<file path="src/rtl/iob_pcie_rx_ctrl.sv">
// ---------------------------------------------------------------------------
// iob_pcie_rx_ctrl
// RX-channel transaction controller. Takes one PCIe channel RX transaction at
// a time, acknowledges it, consumes 64-bit beats up to the requested length
// (in 32-bit words), and forwards them through a 1-entry register slice to
// the RX FIFO write port. It reports done/truncation status to the CPU side.
//
// Ports
//   clk, rst_n              clock, async active-low reset
//   chnl_rx_i               transaction in progress
//   chnl_rx_last_i          last transaction of the sequence
//   chnl_rx_len_i           transaction length in 32-bit words
//   chnl_rx_data_i          receive data beat
//   chnl_rx_data_valid_i    receive data valid
//   chnl_rx_data_ren_o      consume current beat
//   chnl_rx_ack_o           1-cycle transaction acknowledge
//   m_valid_o/m_data_o/m_keep_o/m_last_o, m_ready_i   FIFO write port
//   busy_o                  controller not idle
//   done_o                  1-cycle pulse when the transaction completes
//   err_o                   sticky: transaction ended before its length
//   len_o, last_o           latched length / last flag
// ---------------------------------------------------------------------------
module iob_pcie_rx_ctrl #(
    parameter int DATA_W           = 32,
    parameter int C_PCI_DATA_WIDTH = 64
) (
    input  logic                        clk,
    input  logic                        rst_n,
    input  logic                        chnl_rx_i,
    input  logic                        chnl_rx_last_i,
    input  logic [DATA_W-1:0]           chnl_rx_len_i,
    input  logic [C_PCI_DATA_WIDTH-1:0] chnl_rx_data_i,
    input  logic                        chnl_rx_data_valid_i,
    output logic                        chnl_rx_data_ren_o,
    output logic                        chnl_rx_ack_o,
    output logic                        m_valid_o,
    output logic [C_PCI_DATA_WIDTH-1:0] m_data_o,
    output logic [1:0]                  m_keep_o,
    output logic                        m_last_o,
    input  logic                        m_ready_i,
    output logic                        busy_o,
    output logic                        done_o,
    output logic                        err_o,
    output logic [DATA_W-1:0]           len_o,
    output logic                        last_o
);

    typedef enum logic [1:0] {S_IDLE, S_RECV, S_DONE} state_t;

    state_t                      state_q, state_d;
    logic [DATA_W-1:0]           len_q, len_d;
    logic [DATA_W-1:0]           beats_q, beats_d;
    logic [DATA_W-1:0]           cnt_q, cnt_d;
    logic                        last_q, last_d;
    logic                        err_q, err_d;
    logic                        ack_q, ack_d;
    logic                        done_sent_q, done_sent_d;
    logic                        armed_q, armed_d;

    // output register slice
    logic                        vld_q, vld_d;
    logic [C_PCI_DATA_WIDTH-1:0] data_q, data_d;
    logic [1:0]                  keep_q, keep_d;
    logic                        slast_q, slast_d;

    logic [DATA_W:0]             len_p1;
    logic                        is_last_beat;
    logic                        ren;
    logic                        accept;
    logic                        trunc;
    logic                        done_pulse;

    // beats = (len+1)>>1 with one extra bit so len=all-ones does not wrap
    assign len_p1       = {1'b0, chnl_rx_len_i} + {{DATA_W{1'b0}}, 1'b1};
    assign is_last_beat = (cnt_q == beats_q - {{(DATA_W-1){1'b0}}, 1'b1});

    // Reading stops combinationally once the count is met; gating with
    // chnl_rx_i keeps a beat from being taken in the cycle the channel aborts.
    assign ren    = (state_q == S_RECV) && chnl_rx_i && (cnt_q != beats_q) &&
                    (!vld_q || m_ready_i);
    assign accept = ren && chnl_rx_data_valid_i;
    assign trunc  = (state_q == S_RECV) && !chnl_rx_i && (cnt_q != beats_q);

    // done only once the slice has drained, and only once per transaction
    assign done_pulse = (state_q == S_DONE) && !vld_q && !done_sent_q;

    always_comb begin
        state_d     = state_q;
        len_d       = len_q;
        beats_d     = beats_q;
        cnt_d       = cnt_q;
        last_d      = last_q;
        err_d       = err_q;
        ack_d       = 1'b0;
        done_sent_d = done_sent_q;
        armed_d     = armed_q;
        vld_d       = vld_q;
        data_d      = data_q;
        keep_d      = keep_q;
        slast_d     = slast_q;

        if (accept) begin
            vld_d   = 1'b1;
            data_d  = chnl_rx_data_i;
            keep_d  = (is_last_beat && len_q[0]) ? 2'b01 : 2'b11;
            slast_d = is_last_beat;
        end else if (m_ready_i) begin
            vld_d   = 1'b0;
        end

        case (state_q)
            S_IDLE: begin
                // a start needs chnl_rx_i seen low first, so a level left high
                // across reset or a finished transaction is not re-acked
                if (!chnl_rx_i) begin
                    armed_d = 1'b1;
                end else if (armed_q) begin
                    armed_d     = 1'b0;
                    len_d       = chnl_rx_len_i;
                    last_d      = chnl_rx_last_i;
                    beats_d     = len_p1[DATA_W:1];
                    cnt_d       = '0;
                    err_d       = 1'b0;
                    ack_d       = 1'b1;
                    done_sent_d = 1'b0;
                    state_d     = (chnl_rx_len_i == '0) ? S_DONE : S_RECV;
                end
            end
            S_RECV: begin
                if (accept) begin
                    cnt_d = cnt_q + {{(DATA_W-1){1'b0}}, 1'b1};
                    if (is_last_beat) state_d = S_DONE;
                end else if (trunc) begin
                    err_d   = 1'b1;
                    state_d = S_DONE;
                end
            end
            S_DONE: begin
                if (done_pulse) done_sent_d = 1'b1;
                if ((done_sent_q || done_pulse) && !chnl_rx_i) begin
                    armed_d = 1'b1;
                    state_d = S_IDLE;
                end
            end
            default: state_d = S_IDLE;
        endcase
    end

    always_ff @(posedge clk or negedge rst_n) begin
        if (!rst_n) begin
            state_q     <= S_IDLE;
            len_q       <= '0;
            beats_q     <= '0;
            cnt_q       <= '0;
            last_q      <= 1'b0;
            err_q       <= 1'b0;
            ack_q       <= 1'b0;
            done_sent_q <= 1'b0;
            armed_q     <= 1'b0;
            vld_q       <= 1'b0;
            data_q      <= '0;
            keep_q      <= '0;
            slast_q     <= 1'b0;
        end else begin
            state_q     <= state_d;
            len_q       <= len_d;
            beats_q     <= beats_d;
            cnt_q       <= cnt_d;
            last_q      <= last_d;
            err_q       <= err_d;
            ack_q       <= ack_d;
            done_sent_q <= done_sent_d;
            armed_q     <= armed_d;
            vld_q       <= vld_d;
            data_q      <= data_d;
            keep_q      <= keep_d;
            slast_q     <= slast_d;
        end
    end

    assign chnl_rx_data_ren_o = ren;
    assign chnl_rx_ack_o      = ack_q;
    assign m_valid_o          = vld_q;
    assign m_data_o           = data_q;
    assign m_keep_o           = keep_q;
    // on truncation the beat still in the slice becomes the final one
    assign m_last_o           = vld_q && (slast_q || err_q || trunc);
    assign busy_o             = (state_q != S_IDLE);
    assign done_o             = done_pulse;
    assign err_o              = err_q;
    assign len_o              = len_q;
    assign last_o             = last_q;

endmodule

</file>
<file path="config.mk">
export PLATFORM = sky130hd
export DESIGN_NAME = iob_pcie_rx_ctrl
export DESIGN_NICKNAME = d
export VERILOG_FILES = /design/src/rtl/iob_pcie_rx_ctrl.sv
export SDC_FILE = /design/constraint.sdc
export NUM_CORES = 1
export LEC_CHECK = 0
export ABC_AREA = 1
export ABC_CLOCK_PERIOD_IN_PS = 2400
export CORE_AREA = 3 3 162 164
export DETAILED_ROUTE_END_ITERATION = 10
export DIE_AREA = 0 0 165 167
export GPL_TIMING_DRIVEN = 0
export PLACE_DENSITY_LB_ADDON = 0.12
export SLEW_MARGIN = 20
export SYNTH_ARGS = -nofsm -noshare
export SYNTH_HDL_FRONTEND = slang
export SYNTH_SLANG_ARGS = --single-unit
</file>
<file path="constraint.sdc">
create_clock -name clk -period 2.4 [get_ports clk]
set_input_delay 0.36 -clock clk [delete_from_list [all_inputs] [get_ports clk]]
set_output_delay 0.36 -clock clk [all_outputs]
set_load 0.01 [all_outputs]
</file>
==> impl_metrics.json, run 1 <==
{
  "worst_pin_slew_ns": 0.767,
  "fin_crit_ns": 2.36,
  "clk_latency_ns": 0.44,
  "switchingPower_w": 0.00575,
  "status": "complete, no violations",
  "synth_edf_count": 0,
  "h-tree-depth": 4,
  "fillers": 2479,
  "yosysWarnings": 0,
  "routedWlPerCell_um": 16.1,
  "core_mm2": 0.0250,
  "p_seq_frac": 0.344,
  "p_total_w": 0.0142,
  "grt-ovfl-total": 0,
  "period_share": 0.984,
  "syn_nets": 1416,
  "finalSetupViolCount": 0,
  "syn_avg_cell_area_um2": 7.21,
  "fin_skew_ns": 0.0179,
  "fmax_mhz": 423,
  "timing.critical_path.to_type": "output pin",
  "drv_cap": 0,
  "tns_ns": 0,
  "syn_area_mm2": 0.00944,
  "slew_headroom": 0.489,
  "clock_path_buffers": 2,
  "place_congestion": 0.934,
  "synth_area_leader_cell": "dfrtp_1",
  "final_cells": 1909,
  "slowest_delay_ns": 0.47,
  "grt_pass1_wl_mm": 49.2,
  "place_hpwl_mm": 23.6,
  "rsz0062_at_grt": "yes",
  "drt_wl_total_mm": 30.7,
  "clk_pin_slew_ns": 0.07,
  "ir_worst_vdd_mv": 0.573,
  "arrival_ns": 2.00,
  "hold_viol_final": 0,
  "vias": 9309,
  "postRouteAntennaNets": 0,
  "synth_async_sr_flop_share": 1.00,
  "grt_pass1_vias": 8922,
  "synth_area_leaders": "dfrtp_1 (45%), nand2_1 (21%), nor2_1 (5.8%), inv_1 (4.5%), o21ai_0 (3.4%)",
  "ys_seq_area_frac": 0.453,
  "synth_flop_cell": "dfrtp_1",
  "crit_slowest_cell": "dfrtp_2",
  "first_pass_iters": 5,
  "die_w_um": 165,
  "grt_max_degree": 80,
  "yosysMostFrequentCell": "nand2_1",
  "syn2layout_area_growth_pct": 38.4,
  "switching_share": 0.404,
  "clock-sinks": 171,
  "drcViolationCount": 0,
  "io_buffers": 207,
  "nets": 1673,
  "crit_chain": "xnor2_2, nand2_1, nor3_2, nand2_1, nor2_2, nand2_2, nand2_2, a21oi_2, buf_2",
  "p_leak_nw": 6.10,
  "ys_ff_latch": 171,
  "drv_slew": 0,
  "internal-power_w": 0.00847,
  "dieArea_mm2": 0.0276,
  "path_class": "flip-flop to output pin",
  "ys_types": 42,
  "track_usage": 0.227,
  "synth.top_cell.area_share": 0.453,
  "p_per_area_mw_per_mm2": 1090,
  "n_antenna_cell": 0,
  "start_util": 0.377,
  "synthTopCellsByCount": "nand2_1 (520), dfrtp_1 (171), nor2_1 (145), inv_1 (113), o21ai_0 (64)",
  "cts_tree": "built",
  "cts_made_buffers": 17,
  "clock_power_share": 0.196,
  "start_kind": "flip-flop",
  "root_buffer": "clkbuf_16",
  "crit_required_ns": 2.04,
  "drive_above_1_share": 0.114,
  "drtIter0Drc": 582,
  "ios": 208,
  "combPwrFrac": 0.460,
  "via_per_inst": 4.88,
  "hold_class": "primary input to asynchronous set/reset pin",
  "rows": 58,
  "antenna_found_initial": 0,
  "syn_inst": 1310,
  "dp_cells": 1849,
  "critPathMaxFanout": 5,
  "die_height_um": 167
}
through the flow:
stage               cell area (um^2)  hold slack, ns   util  setup WS [ns]
detailed placement             12000           0.252  0.479         -0.337
CTS                            12900           0.374  0.513       -0.00528
global placement               11900           0.448  0.476          -6.60
finish                         13100           0.379  0.522         0.0376
global route                   13100           0.388  0.522        -0.0772
floorplan                       9440          0.0644      -          0.526
area by class of cell:
cell class                      count  area [um^2]  area share
Buffer                             37          174      0.0133
Clock buffer                       18          439      0.0336
Clock inverter                     13          149      0.0114
Inverter                          120          453      0.0347
Multi-Input combinational cell    980         4780       0.366
Sequential cell                   171         4300       0.329
Tap cell                          330          413      0.0316
Timing Repair Buffer              240         2360       0.180
metal layers:
layer,global-route usage,up-vias,routed length [um]
li1,-,4674,-
met1,0.322,4312,14200
met2,0.360,287,14500
met3,0.0368,36,1490
met4,0.0587,0,514
met5,0,-,0
cell usage in the layout (no fill, tap or decap), types with 5 or more instances in the layout:
cell type,n
nor3_1,29
nand2_2,6
a21oi_1,13
nor3_2,11
inv_2,10
nand2_1,516
nand3_1,45
dfrtp_2,18
xnor2_2,18
o31ai_1,12
dfrtp_1,153
nor2_1,137
xnor2_1,7
o211ai_1,8
clkbuf_16,17
xor2_1,25
clkbuf_1,9
nand4_1,27
nor4_1,12
buf_2,20
nor2_2,8
clkdlybuf4s50_1,204
o21ai_0,64
buf_4,32
inv_1,108
nor2_4,5
power groups by stage:
stage	logic (W)	clock network [W]	registers, W
floorplan	0.00291	0	0.00507
global placement	0.00610	0	0.00484
detailed placement	0.00616	0	0.00486
CTS	0.00643	0.00283	0.00486
global route	0.00728	0.00298	0.00505
finish	0.00654	0.00278	0.00489
timing repair:
action                                  4_1_cts  5_1_grt
endpoints found under the setup margin        2       31
buffers inserted                             17       13
hold buffers                                  1        0
pin swaps                                    13       16
gates resized for setup                      38       46
endpoints found under the hold margin        35        0
final timing paths:
kind | from | end | slack, ns | depth (start not counted)
min reg2reg | len_o[29] | len_o[29] | 0.48 | 2
max in group asynchronous | rst_n | beats_q[14] | 0.94 | 4
max reg2reg | beats_q[1] | state_q[0] | 0.14 | 17
min | rst_n | m_data_o[17] | 0.38 | 2
max | cnt_q[21] | m_last_o | 0.04 | 9
min in group clk | chnl_rx_data_i[54] | m_data_o[54] | 0.44 | 3
state kept, by name (all words and copies together) (netlist names), 2 cells and up:
name      flops
state_q       2
cnt_q        32
m_data_o     64
m_keep_o      2
len_o        32
beats_q      32
worst max-delay path, delay by kind of cell (launching register included):
family / cells / cell delay (ns)
AOI/OAI and AO/OA: 1 / 0.05
DFF: 1 / 0.47
and+or+nand+nor: 6 / 0.71
buffers and inverters: 1 / 0.15
xor gates and xnor gates: 1 / 0.19
kinds of logic (layout without fill, tap and decap cells):
family                     count (synthesis)  after routing  synth area share
buffers and inverters                    159            428            0.0668
muxes                                      1              1           0.00106
AOI/OAI and AO/OA                        111            111            0.0663
DFF                                      171            171             0.453
and+or+nand+nor                          813            813             0.359
xor gates and xnor gates                  51             51            0.0481
adders and majority gates                  4              4           0.00530
No activity file was read; power rests on OpenSTA's default activity.
==> run 2: changes to the inputs <==
--- a/config.mk
+++ b/config.mk
@@ -10,6 +10,7 @@
 export CORE_AREA = 3 3 162 164
 export DETAILED_ROUTE_END_ITERATION = 10
 export DIE_AREA = 0 0 165 167
+export GPL_ROUTABILITY_DRIVEN = 0
 export GPL_TIMING_DRIVEN = 0
 export PLACE_DENSITY_LB_ADDON = 0.12
 export SLEW_MARGIN = 20
==> run 2 against run 1 <==
Maximum frequency is 1.2% higher; largest cell class unchanged; combinational power hardly changed; cell count is 0.26% lower; critical endpoint unchanged; non-clock buffer count is 6 lower; core utilization hardly changed; via count is 1.2% lower.
==> impl_metrics.json, run 2 (same netlist as run 1, synthesis figures left out) <==
{
  "p_per_area_mw_per_mm2": 1080,
  "critPathMaxFanout": 4,
  "drtIter0Drc": 599,
  "rows": 58,
  "place_area_mm2": 0.0120,
  "ff_latch_area_mm2": 0.00431,
  "drcViolationCount": 0,
  "grt-ovfl-total": 0,
  "fin_crit_ns": 2.33,
  "finalSetupViolCount": 0,
  "antenna_found_initial": 0,
  "first_pass_iters": 5,
  "io_buffers": 207,
  "die_w_um": 165,
  "rsz0062_at_grt": "yes",
  "h-tree-depth": 4,
  "start_util": 0.377,
  "p_leak_nw": 6.08,
  "status": "complete, no violations",
  "drv_slew": 0,
  "start_kind": "flip-flop",
  "slew_headroom": 0.465,
  "met3_length_mm": 1.31,
  "root_buffer": "clkbuf_16",
  "clock_path_buffers": 2,
  "grt_pass1_vias": 8735,
  "track_usage": 0.220,
  "die_height_um": 167,
  "met1_length_mm": 14.0,
  "arrival_ns": 1.97,
  "worstRegToRegCells": 15,
  "timing.critical_path.to_type": "output pin",
  "worst_r2r_endpoint": "cnt_q[8]",
  "routedWlPerCell_um": 15.8,
  "dieArea_mm2": 0.0276,
  "hold_class": "primary input to flip-flop",
  "path_class": "flip-flop to output pin",
  "drive_above_1_share": 0.117,
  "place_hpwl_mm": 22.9,
  "ios": 208,
  "fillers": 2457,
  "drv_cap": 0,
  "n_antenna_cell": 0,
  "hold_end": "m_data_o[61]",
  "drt_wl_total_mm": 30.0,
  "grt_max_degree": 95,
  "most-common-layout-cells": "nand2_1 (515), clkdlybuf4s50_1 (204), dfrtp_1 (149)",
  "worst_pin_slew_ns": 0.802,
  "vias": 9197,
  "clock-sinks": 171,
  "via_per_inst": 4.83,
  "maxUsedRoutingLayer": "met4",
  "hold_viol_final": 0,
  "multiInputGateArea_mm2": 0.00478,
  "period_share": 0.972,
  "fin_skew_ns": 0.0185,
  "postRouteAntennaNets": 0,
  "grt_pass1_wl_mm": 47.7,
  "met2_length_mm": 14.2,
  "min_path_cells": 3,
  "reg2reg_from": "cnt_q[20]",
  "cts_tree": "built",
  "postLayoutCoreUtil": 0.522,
  "fmax_mhz": 428,
  "clk_pin_slew_ns": 0.08,
  "hold_start": "chnl_rx_data_i[61]",
  "clk_latency_ns": 0.44,
  "syn2layout_area_growth_pct": 38.4,
  "nets": 1667,
  "r2r_slack_ns": 0.12,
  "ir_worst_vdd_mv": 0.567,
  "cts_made_buffers": 17,
  "core_mm2": 0.0250,
  "largest_reg_flops": 64,
  "crit_required_ns": 2.04,
  "final_common_cell": "nand2_1",
  "fin_area_mm2": 0.0131
}
-- run 2: cell types whose count changed in the layout (fill, tap and decap cells not counted), sizes merged --
| cell | change |
|---|---|
| inv | -2 |
| clkinv | +4 |
| buf | -7 |
| clkbuf | +1 |
| clkinvlp | -1 |
-- run 2: per-stage QoR --
| stage | total power, W | setup slack, ns | TNS, ns | std cells | hold WS, ns |
|---|---|---|---|---|---|
| 2_1_floorplan | 0.00798 | 0.526 | 0 | 1310 | 0.0644 |
| 4_1_cts | 0.0141 | -0.0116 | -0.0220 | 1894 | 0.432 |
| 6_report | 0.0142 | 0.0660 | 0 | 1904 | 0.450 |
| 5_1_grt | 0.0152 | -0.0753 | -0.835 | 1904 | 0.451 |
| 3_5_place_dp | 0.0110 | -0.376 | -4.41 | 1849 | 0.431 |
| 3_3_place_gp | 0.0109 | -6.44 | -1100.40 | 1847 | 0.447 |
-- run 2: cell type report --
| class | count | share of cell area |
|---|---|---|
| multi-input cells | 980 | 0.366 |
| flip-flops and latches | 171 | 0.330 |
| repair buffers | 233 | 0.177 |
| inverters | 120 | 0.0348 |
| clock buffers | 18 | 0.0336 |
| well taps | 330 | 0.0316 |
| plain buffers | 38 | 0.0161 |
| clock inverters | 14 | 0.0119 |
-- run 2: how the worst max path moves through the flow --
stage	endpoint	start	cells past startpoint	slack [ns]
floorplan	state_q[0]	beats_q[0]	15	0.53
global placement	len_o[26]	rst_n	1	-6.44
detailed placement	beats_q[29]	chnl_rx_len_i[0]	13	-0.38
CTS	m_last_o	cnt_q[28]	8	-0.01
global route	m_valid_o	cnt_q[20]	12	-0.08
finish	m_last_o	cnt_q[20]	9	0.07
-- run 2: where the power goes --
group	switching [W]	leakage, nW	internal [W]	total, W
combinational	0.00346	3.65	0.00305	0.00651
sequential	0.000885	2.14	0.00399	0.00488
clock	0.00137	0.288	0.00142	0.00279
-- run 2: layer usage --
layer,global-route usage,vias to the layer above
li1,-,4654
met1,0.311,4288
met2,0.349,222
met3,0.0318,33
met4,0.0646,0
met5,0,-
-- run 2: what timing repair did --
item,in CTS,in global routing
pin swaps,10,16
endpoints found under the setup margin,3,12
buffers inserted,13,10
hold endpoints to repair,93,0
gates resized for setup,38,76
hold buffers,1,0
-- run 2: worst max-delay path: stages, from the launching register on --
cell and delay, ns:
dfrtp_2 0.46, xnor2_2 0.20, nand2_1 0.10, nor3_2 0.19, nand2_1 0.07, nor2_1 0.13
nand2_2 0.10, nand2_2 0.10, a21oi_2 0.05, buf_2 0.15
==> run 3: changes to the inputs <==
--- a/config.mk
+++ b/config.mk
@@ -6,8 +6,9 @@
 export NUM_CORES = 1
 export LEC_CHECK = 0
 export ABC_AREA = 1
-export ABC_CLOCK_PERIOD_IN_PS = 2400
+export ABC_CLOCK_PERIOD_IN_PS = 2900
 export CORE_AREA = 3 3 162 164
+export CTS_BUF_LIST = sky130_fd_sc_hd__clkbuf_4 sky130_fd_sc_hd__clkbuf_8
 export DETAILED_ROUTE_END_ITERATION = 10
 export DIE_AREA = 0 0 165 167
 export GPL_ROUTABILITY_DRIVEN = 0
==> constraint.sdc (replaced) <==
create_clock -name clk -period 2.9 [get_ports clk]
set_input_delay 0.435 -clock clk [delete_from_list [all_inputs] [get_ports clk]]
set_output_delay 0.435 -clock clk [all_outputs]
set_load 0.01 [all_outputs]
==> run 3 against run 2 <==
Hold slack better by 0.029 ns; wire length shrank 1.5%; power decreased by 23%; clock power is 38% lower; worst setup slack better by 0.15 ns; global-route usage fell by 0.23 points; flip-flop and latch count unchanged; final area shrank 3.9%; die area unchanged; combinational power down 21%; largest power group unchanged.
==> impl_metrics.json, run 3 (same netlist as run 1, synthesis figures left out) <==
{
  "p_leak_nw": 5.90,
  "clk_pin_slew_ns": 0.12,
  "vias": 9053,
  "crit_top_cell": "nand2_1",
  "postLayoutCoreUtil": 0.502,
  "r2r_slack_ns": 0.46,
  "status": "complete, no violations",
  "switchingPower_w": 0.00455,
  "hold_start": "chnl_rx_data_i[61]",
  "drt_wl_total_mm": 29.6,
  "drtIter0Drc": 672,
  "critPathMaxFanout": 5,
  "p_per_area_mw_per_mm2": 867,
  "critical_path.top_delay_family": "simple AND/OR/NAND/NOR gates",
  "drv_cap": 0,
  "h-tree-depth": 4,
  "rsz0062_at_grt": "no",
  "antenna_found_initial": 0,
  "final_cells": 1885,
  "root_buffer": "clkbuf_8",
  "place_ws_ns": 0.0493,
  "final_common_cell": "nand2_1",
  "n_antenna_cell": 0,
  "min_path_cells": 3,
  "core_mm2": 0.0250,
  "die_w_um": 165,
  "nets": 1648,
  "slowest_delay_ns": 0.49,
  "start_kind": "flip-flop",
  "drv_slew": 0,
  "fin_skew_ns": 0.0301,
  "switching_share": 0.418,
  "rows": 58,
  "ios": 208,
  "crit_chain": "xnor2_2, nand2_1, nor3_2, nand2_1, nor2_1, nand2_2, nand2_1, a21oi_1, dlygate4sd2_1",
  "drcViolationCount": 0,
  "internal-power_w": 0.00634,
  "finalSetupViolCount": 0,
  "path_class": "flip-flop to output pin",
  "dp_cells": 1849,
  "first_pass_iters": 5,
  "clock_power_share": 0.158,
  "grt-ovfl-total": 0,
  "grt_pass1_wl_mm": 47.3,
  "via_per_inst": 4.80,
  "combPwrFrac": 0.474,
  "drive_above_1_share": 0.0727,
  "arrival_ns": 2.25,
  "hold_class": "primary input to flip-flop",
  "period_share": 0.925,
  "largest_reg_flops": 64,
  "syn2layout_area_growth_pct": 33.0,
  "postRouteAntennaNets": 0,
  "fillers": 2518,
  "crit_required_ns": 2.47,
  "worstRegToRegCells": 17,
  "worst_slack_ns": 0.217,
  "slew_headroom": 0.477,
  "p_seq_frac": 0.367,
  "clock_path_buffers": 2,
  "reg2reg_from": "beats_q[0]",
  "routedWlPerCell_um": 15.7,
  "start_util": 0.377,
  "p_total_w": 0.0109,
  "grt_pass1_vias": 8661,
  "track_usage": 0.218,
  "hold_end": "m_data_o[61]",
  "ir_worst_vdd_mv": 0.464,
  "clk_latency_ns": 0.48,
  "die_height_um": 167,
  "cts_made_buffers": 17,
  "clock-sinks": 171,
  "grt_max_degree": 95,
  "most-common-layout-cells": "nand2_1 (520), clkdlybuf4s50_1 (204), dfrtp_1 (166)",
  "hold_viol_final": 0,
  "cts_tree": "built",
  "worst_r2r_endpoint": "state_q[0]",
  "fmax_mhz": 373,
  "worst_pin_slew_ns": 0.784,
  "fin_crit_ns": 2.68,
  "place_hpwl_mm": 22.9,
  "crit_slowest_cell": "dfrtp_2",
  "io_buffers": 207,
  "dieArea_mm2": 0.0276,
  "timing.critical_path.to_type": "output pin",
  "path_buf_inv": 1
}
run 3: layout make-up:
type                       count  area (um^2)  area share
timing repair buffer         213         2170       0.172
multi-input combinational    980         4660       0.371
tap                          330          413      0.0329
clock inverter                14          155      0.0124
buffer                        39          180      0.0143
sequential                   171         4290       0.341
clock buffer                  18          248      0.0197
inverter                     120          450      0.0359
run 3: metal layers:
metal / routed length [um] / GRT usage / vias to the layer above
met5: 0 / 0 / -
met1: 14000 / 0.311 / 4178
met2: 13800 / 0.343 / 232
met3: 1200 / 0.0353 / 34
met4: 510 / 0.0569 / 0
li1: - / - / 4609
run 3: tightest hold or removal path, cell delays in order:
cell and delay (ns):
clkdlybuf4s50_1 0.39, nand2_1 0.06, nand2_1 0.04
run 3: through the flow:
step	instance area (um^2)	TNS [ns]	hold WS, ns
CTS	12400	0	0.445
floorplan	9440	0	0.139
global route	12600	0	0.463
global placement	11900	-1024.23	0.447
finish	12600	0	0.479
detailed placement	12000	0	0.458
run 3: power groups by stage:
stage          logic [W]  clock network, W  registers (W)
2_1_floorplan    0.00241                 0        0.00419
3_3_place_gp     0.00503                 0        0.00400
3_5_place_dp     0.00508                 0        0.00400
4_1_cts          0.00513           0.00178        0.00397
5_1_grt          0.00575           0.00188        0.00414
6_report         0.00517           0.00172        0.00400
run 3: repair_timing:
action / CTS / global route
endpoints found under the hold margin: 77 / 0
gates resized for setup: 7 / 19
hold buffers: 1 / 0
setup endpoints to repair: 2 / 2
pin swaps: 0 / 3
setup buffers: 0 / 3
run 3: worst max path at each step:
stage                     startpoint            endpoint  slack (ns)  cells after the start
global route                cnt_q[4]            m_last_o        0.08                     11
finish                     cnt_q[21]            m_last_o        0.22                      9
detailed placement  chnl_rx_len_i[0]         beats_q[29]        0.05                     13
CTS                       beats_q[4]  chnl_rx_data_ren_o        0.02                     11
global placement               rst_n           len_o[26]       -6.02                      1
floorplan           chnl_rx_len_i[0]         beats_q[29]        0.95                     12
==> RTL change 1, RTL diff (settings of run 2) <==
The 3 states of `state_t` get a one-hot encoding in 3 bits.
--- a/src/rtl/iob_pcie_rx_ctrl.sv
+++ b/src/rtl/iob_pcie_rx_ctrl.sv
@@ -45,7 +45,7 @@
     output logic                        last_o
 );
 
-    typedef enum logic [1:0] {S_IDLE, S_RECV, S_DONE} state_t;
+    typedef enum logic [2:0] {S_IDLE = 3'b001, S_RECV = 3'b010, S_DONE = 3'b100} state_t;
 
     state_t                      state_q, state_d;
     logic [DATA_W-1:0]           len_q, len_d;
Formal check against the unedited RTL: no difference found for any inputs over 4 cycles, from zero or initial values and one cycle with rst_n low; so few cycles prove little.
==> RTL change 1 against run 2 <==
  * Area after synthesis increased by 0.46%
  * Setup slack got worse by 0.023 ns
  * Routed wire length increased by 1.1%
  * Utilization decreased by 0.17 points
  * Count of clock-buffer cells in the layout unchanged
  * Cell area decreased by 0.33%
  * Largest cell class unchanged
  * Total power increased by 2.7%
  * Combinational power increased by 3%
  * Clock power decreased by 1%
  * Sequential cell count increased by 1
  * Register-to-register slack got worse by 0.06 ns
==> RTL change 1: results (changes against run 2) <==
Run status
  – Status: completed

CTS
  – H-tree levels: 4 (unchanged)
  – Clock-pin slew on the worst setup and hold paths: 0.08 ns (about the same)

Worst setup path
  – Reg2Reg Capture Point: state_q[1]$_DFFE_PN0P_
  – Reg2reg start: beats_q[0]$_DFFE_PN0P_
  – Worst R2R Setup Slack: 0.06 ns (-0.06 ns)
  – Crit-path slowest cell: dfrtp_2
  – Worst reg2reg path depth: 15 (unchanged)
  – WP data arrival: 2.00 ns (+0.03 ns)

Power and ir drop
  – Worst VDD drop: 583 uV (+2.7%)
  – Pleak: 5.94 nW (-2.3%)

Global route
  – Met1 usage in global routing: 0.300 (-0.0117)
  – Largest net degree at the start of global routing: 67 (-29%)
  – Met2 GRT Util: 0.344 (-0.00517)
  – Gr usage total: 0.220 (+0.000386)
  – Vias in the first global route: 8824 (+1.0%)
  – First-pass GRT wire length: 47900 um (+0.33%)
  – Grt met3 use: 0.0701 (+0.0383)

Routing
  – DR iter-0 viols: 661 (+10%)
  – Via/cell ratio: 4.94 (+2.3%)
  – Final wirelength: 30300 um (+1.1%)
  – Router iterations before antenna repair: 6 (+1)

Synth
  – Synth top cells by count: 473 x nand2_1, 171 x dfrtp_1, 139 x nor2_1
  – Syn_nets: 1383 (-2.3%)
  – Dominant cells by area after synthesis: dfrtp_1 45%, nand2_1 19%, nor2_1 5.5%
  – Distinct cell type count after synthesis: 41 (-2.4%)
  – Register area share after synthesis: 0.454 (+0.000678)

Layout
  – NumNets Final: 1629 (-2.3%)
  – Layout fillers: 2476 (+0.77%)
  – Share of layout cells above drive strength 1: 0.108 (-0.00883)

Placement
  – Hpwl dp: 23100 um (+0.73%)
  – Placed inst area: 12000 um2 (+0.37%)

Min path
  – Worst min-delay path class: in2async

STA
  – Worst slew margin: 0.532 (+0.0672)
  – Layout Skew: 0.0175 ns (-0.00104 ns)
-- RTL change 1: worst reg2reg max path, delay by kind of cell, from the launching register on --
family / cells / cell delay [ns]
adder cells (fa/ha/maj): 1 / 0.20
buffers and inverters: 1 / 0.09
flip-flops: 1 / 0.40
AND/OR/NAND/NOR: 13 / 1.56
-- RTL change 1: worst max-delay path by stage --
stage                                  from                  endpoint  slack [ns]  cells after the start
floorplan            beats_q[0]$_DFFE_PN0P_    state_q[1]$_DFFE_PN0P_        0.49                     15
global placement                      rst_n  m_data_o[45]$_DFFE_PN0P_       -6.60                      1
detailed placement         chnl_rx_len_i[1]   beats_q[27]$_DFFE_PN0P_       -0.35                     15
global route         beats_q[0]$_DFFE_PN0P_    state_q[1]$_DFFE_PN0P_       -0.16                     15
finish              beats_q[21]$_DFFE_PN0P_                  m_last_o        0.04                      9
CTS                 beats_q[25]$_DFFE_PN0P_                  m_last_o       -0.01                      9
-- RTL change 1: layer usage --
layer	share of wire	wire [um]
met1	0.44	13300
met3	0.086	2610
met5	0	0
met2	0.46	14000
met4	0.015	444
-- RTL change 1: cells by family (layout without fill, tap and decap cells) --
kind of cell             count (synthesis)  count (layout)  synth area share
AND/OR/NAND/NOR                        783             783             0.348
flip-flops                             172             172             0.454
buffers and inverters                  152             411            0.0640
AO/OA/AOI/OAI                          106             106            0.0707
XOR/XNOR                                60              60            0.0578
adder cells (fa/ha/maj)                  4               4           0.00528
-- RTL change 1: report_power, final --
group	switching [mW]	internal (mW)	total [mW]	leakage [nW]
combinational	3.49	3.21	6.70	3.49
clock	1.36	1.39	2.75	0.278
sequential	1.03	4.08	5.11	2.17
-- RTL change 1: timing repair --
| item | in CTS | in global routing |
|---|---|---|
| resized for setup | 21 | 62 |
| hold endpoints to repair | 50 | 0 |
| cloned | 0 | 0 |
| setup buffers | 6 | 12 |
| hold buffers | 1 | 0 |
| endpoints found under the setup margin | 4 | 103 |
| pin swaps | 8 | 14 |
-- RTL change 1: area by class of cell --
class,instances,share of cell area
multi-input combinational,953,0.371
sequential,172,0.331
timing repair buffer,228,0.174
clock buffer,18,0.0329
inverter,112,0.0323
tap,330,0.0317
buffer,39,0.0151
clock inverter,14,0.0110
-- RTL change 1: per-stage QoR --
stage          setup WS (ns)  hold slack, ns  instances  setup TNS [ns]   util
2_1_floorplan          0.486          0.0644       1277               0      -
3_3_place_gp           -6.60           0.450       1814        -1133.08  0.478
3_5_place_dp          -0.352           0.293       1816           -5.70  0.481
4_1_cts              -0.0105           0.415       1854         -0.0105  0.508
5_1_grt               -0.161           0.435       1866          -0.544  0.520
6_report              0.0426           0.397       1866               0  0.520
==> RTL change 2, RTL diff (config.mk and constraints of run 2) <==
Without the edit above. `C_PCI_DATA_WIDTH`: 64 -> 32.
--- a/src/rtl/iob_pcie_rx_ctrl.sv
+++ b/src/rtl/iob_pcie_rx_ctrl.sv
@@ -22,7 +22,7 @@
 // ---------------------------------------------------------------------------
 module iob_pcie_rx_ctrl #(
     parameter int DATA_W           = 32,
-    parameter int C_PCI_DATA_WIDTH = 64
+    parameter int C_PCI_DATA_WIDTH = 32
 ) (
     input  logic                        clk,
     input  logic                        rst_n,
Interface: changed (resized chnl_rx_data_i and m_data_o); port bits go from 208 to 144. No check against the original RTL was run, so the function may have changed too.
==> RTL change 2 against run 2 <==
  * Sequential cell count is 32 lower
  * Setup slack better by 0.030 ns
  * Maximum frequency is 1.3% higher
  * Sequential share of layout area is 1.6 points lower
  * Cell area is 15% lower
  * Global-route usage is 2.1 points lower
  * Routed wire length is 11% lower
  * Total power is 16% lower
  * Sequential power is 18% lower
  * Area after synthesis is 11% lower
  * Die area stayed put
==> RTL change 2: results (changes against run 2) <==
CTS
  – Largest buffer count on any clock path: 2 (unchanged)
  – H-tree levels: 4 (unchanged)
  – Clock-pin slew on the worst setup and hold paths: 0.07 ns
  – Inserted Clock Buffers: 17 (unchanged)
  – Clk root buf: clkbuf_16
  – Clock latency on the worst-skew pair: 0.44 ns (about the same)

Routing
  – Via/cell ratio: 4.76 (-1.4%)
  – Router iterations before antenna repair: 5 (unchanged)
  – DR iter-0 viols: 450 (-25%)
  – Final wirelength: 26700 um (-11%)

Synth
  – Post-synthesis xor/xnor area fraction: 0.0542 (+0.00612)
  – Primary FF master, synth: dfrtp_1
  – Multiplexer share of the synthesized area: 0.00119 (+0.000135)
  – Synth Area in Compound Gates: 0.0747 (+0.00843)
  – Post-synthesis adder-cell area fraction: 0.00597 (+0.000674)
  – Synth top cells by count: 419 x nand2_1, 139 x dfrtp_1, 136 x nor2_1
  – Async S/R FF share, synth: 1.00 (unchanged)
  – Syn_nets: 1250 (-12%)
  – Register area share after synthesis: 0.415 (-0.0379)
  – Dominant cells by area after synthesis: dfrtp_1 42%, nand2_1 19%, nor2_1 6.1%
  – YS warnings: 0 (unchanged)
  – Distinct cell type count after synthesis: 45 (+7.1%)

Layout
  – Share of layout cells above drive strength 1: 0.122 (+0.00527)
  – NumNets Final: 1430 (-14%)
  – Diode count: 0 (unchanged)
  – Layout fillers: 2606 (+6.1%)

Global route
  – Largest net degree at the start of global routing: 90 (-5.3%)
  – Initial antenna violation count: 0 (unchanged)
  – Gr usage total: 0.200 (-0.0205)
  – First-pass GRT wire length: 43200 um (-9.3%)
  – Vias in the first global route: 7891 (-9.7%)

STA
  – Layout Skew: 0.0183 ns (-0.000226 ns)
  – WHS: 0.417 ns (-0.0332 ns)
  – Worst slew margin: 0.529 (+0.0642)

Placement
  – Placed inst area: 10300 um2 (-14%)
  – Hpwl dp: 20900 um (-9.0%)
  – IO Port Bufs: 143 (-31%)

Power and ir drop
  – Pleak: 5.10 nW (-16%)
  – Worst VDD drop: 529 uV (-6.8%)
  – P_int: 7.14 mW (-16%)

Min path
  – Worst min-delay path class: in2async

Worst setup path
  – Slowest stage delay, CP: 0.45 ns
  – Crit-path slowest cell: dfrtp_1
  – WP data arrival: 1.94 ns (-0.03 ns)
  – Worst R2R Setup Slack: 0.16 ns (+0.04 ns)
  – CP delay by family, top: simple AND/OR/NAND/NOR gates
  – Crit path max fanout: 4 (unchanged)

Run status
  – Status: completed

Floorplanning
  – Core footprint: 25000 um2 (unchanged)
## RTL change 2: timing repair
action / CTS / global route
pin swaps: 13 / 12
setup buffers: 9 / 8
hold buffers: 1 / 0
endpoints found under the hold margin: 50 / 0
gates resized for setup: 35 / 23
setup endpoints to repair: 2 / 25
## RTL change 2: metal layers
metal | GRT usage | part of all wire | vias to the layer above
met5 | 0 | 0 | -
met2 | 0.331 | 0.48 | 171
met4 | 0.0456 | 0.018 | 0
met1 | 0.269 | 0.46 | 3765
met3 | 0.0373 | 0.041 | 26
li1 | - | - | 4119
## RTL change 2: final timing paths
check	startpoint	endpoint	cells after the start
min in group clk	chnl_rx_data_i[16]	m_data_o[16]$_DFFE_PN0P_	3
max	beats_q[27]$_DFFE_PN0P_	m_last_o	9
max in group asynchronous	rst_n	beats_q[12]$_DFFE_PN0P_	3
min reg2reg	m_keep_o[0]$_DFFE_PN0P_	m_keep_o[0]$_DFFE_PN0P_	1
max reg2reg	beats_q[27]$_DFFE_PN0P_	m_valid_o$_DFFE_PN0P_	12
min	rst_n	m_data_o[19]$_DFFE_PN0P_	2
## RTL change 2: cell type report
type,count,area (um2),share of cell area
Multi-Input combinational cell,884,4460,0.400
Sequential cell,139,3500,0.313
Timing Repair Buffer,162,1590,0.143
Inverter,120,450,0.0404
Clock buffer,17,425,0.0381
Tap cell,330,413,0.0370
Buffer,32,178,0.0159
Clock inverter,13,144,0.0129
## RTL change 2: power groups by stage
stage / Combinational (mW) / Sequential [mW] / Clock (mW)
5_1_grt: 6.00 / 4.10 / 2.77
6_report: 5.38 / 3.98 / 2.62
3_5_place_dp: 5.17 / 3.95 / 0
2_1_floorplan: 2.74 / 4.03 / 0
3_3_place_gp: 5.14 / 3.95 / 0
4_1_cts: 5.34 / 3.96 / 2.67
## RTL change 2: stage by stage
| stage | instances | util | power [mW] | TNS (ns) | setup WS [ns] |
|---|---|---|---|---|---|
| 3_3_place_gp | 1649 | 0.408 | 9.08 | -694.33 | -5.01 |
| 6_report | 1697 | 0.446 | 12.0 | 0 | 0.0963 |
| 4_1_cts | 1690 | 0.440 | 12.0 | 0 | 0.0309 |
| 3_5_place_dp | 1650 | 0.410 | 9.12 | -1.50 | -0.213 |
| 5_1_grt | 1697 | 0.446 | 12.9 | -0.0617 | -0.0280 |
| 2_1_floorplan | 1176 | - | 6.77 | 0 | 0.526 |
## RTL change 2: logic make-up after synthesis
kind of cell | count (synthesis)
AOI/OAI and AO/OA | 111
xor gates and xnor gates | 51
adders and majority gates | 4
buffers and inverters | 153
DFF | 139
muxes | 1
and+or+nand+nor | 717
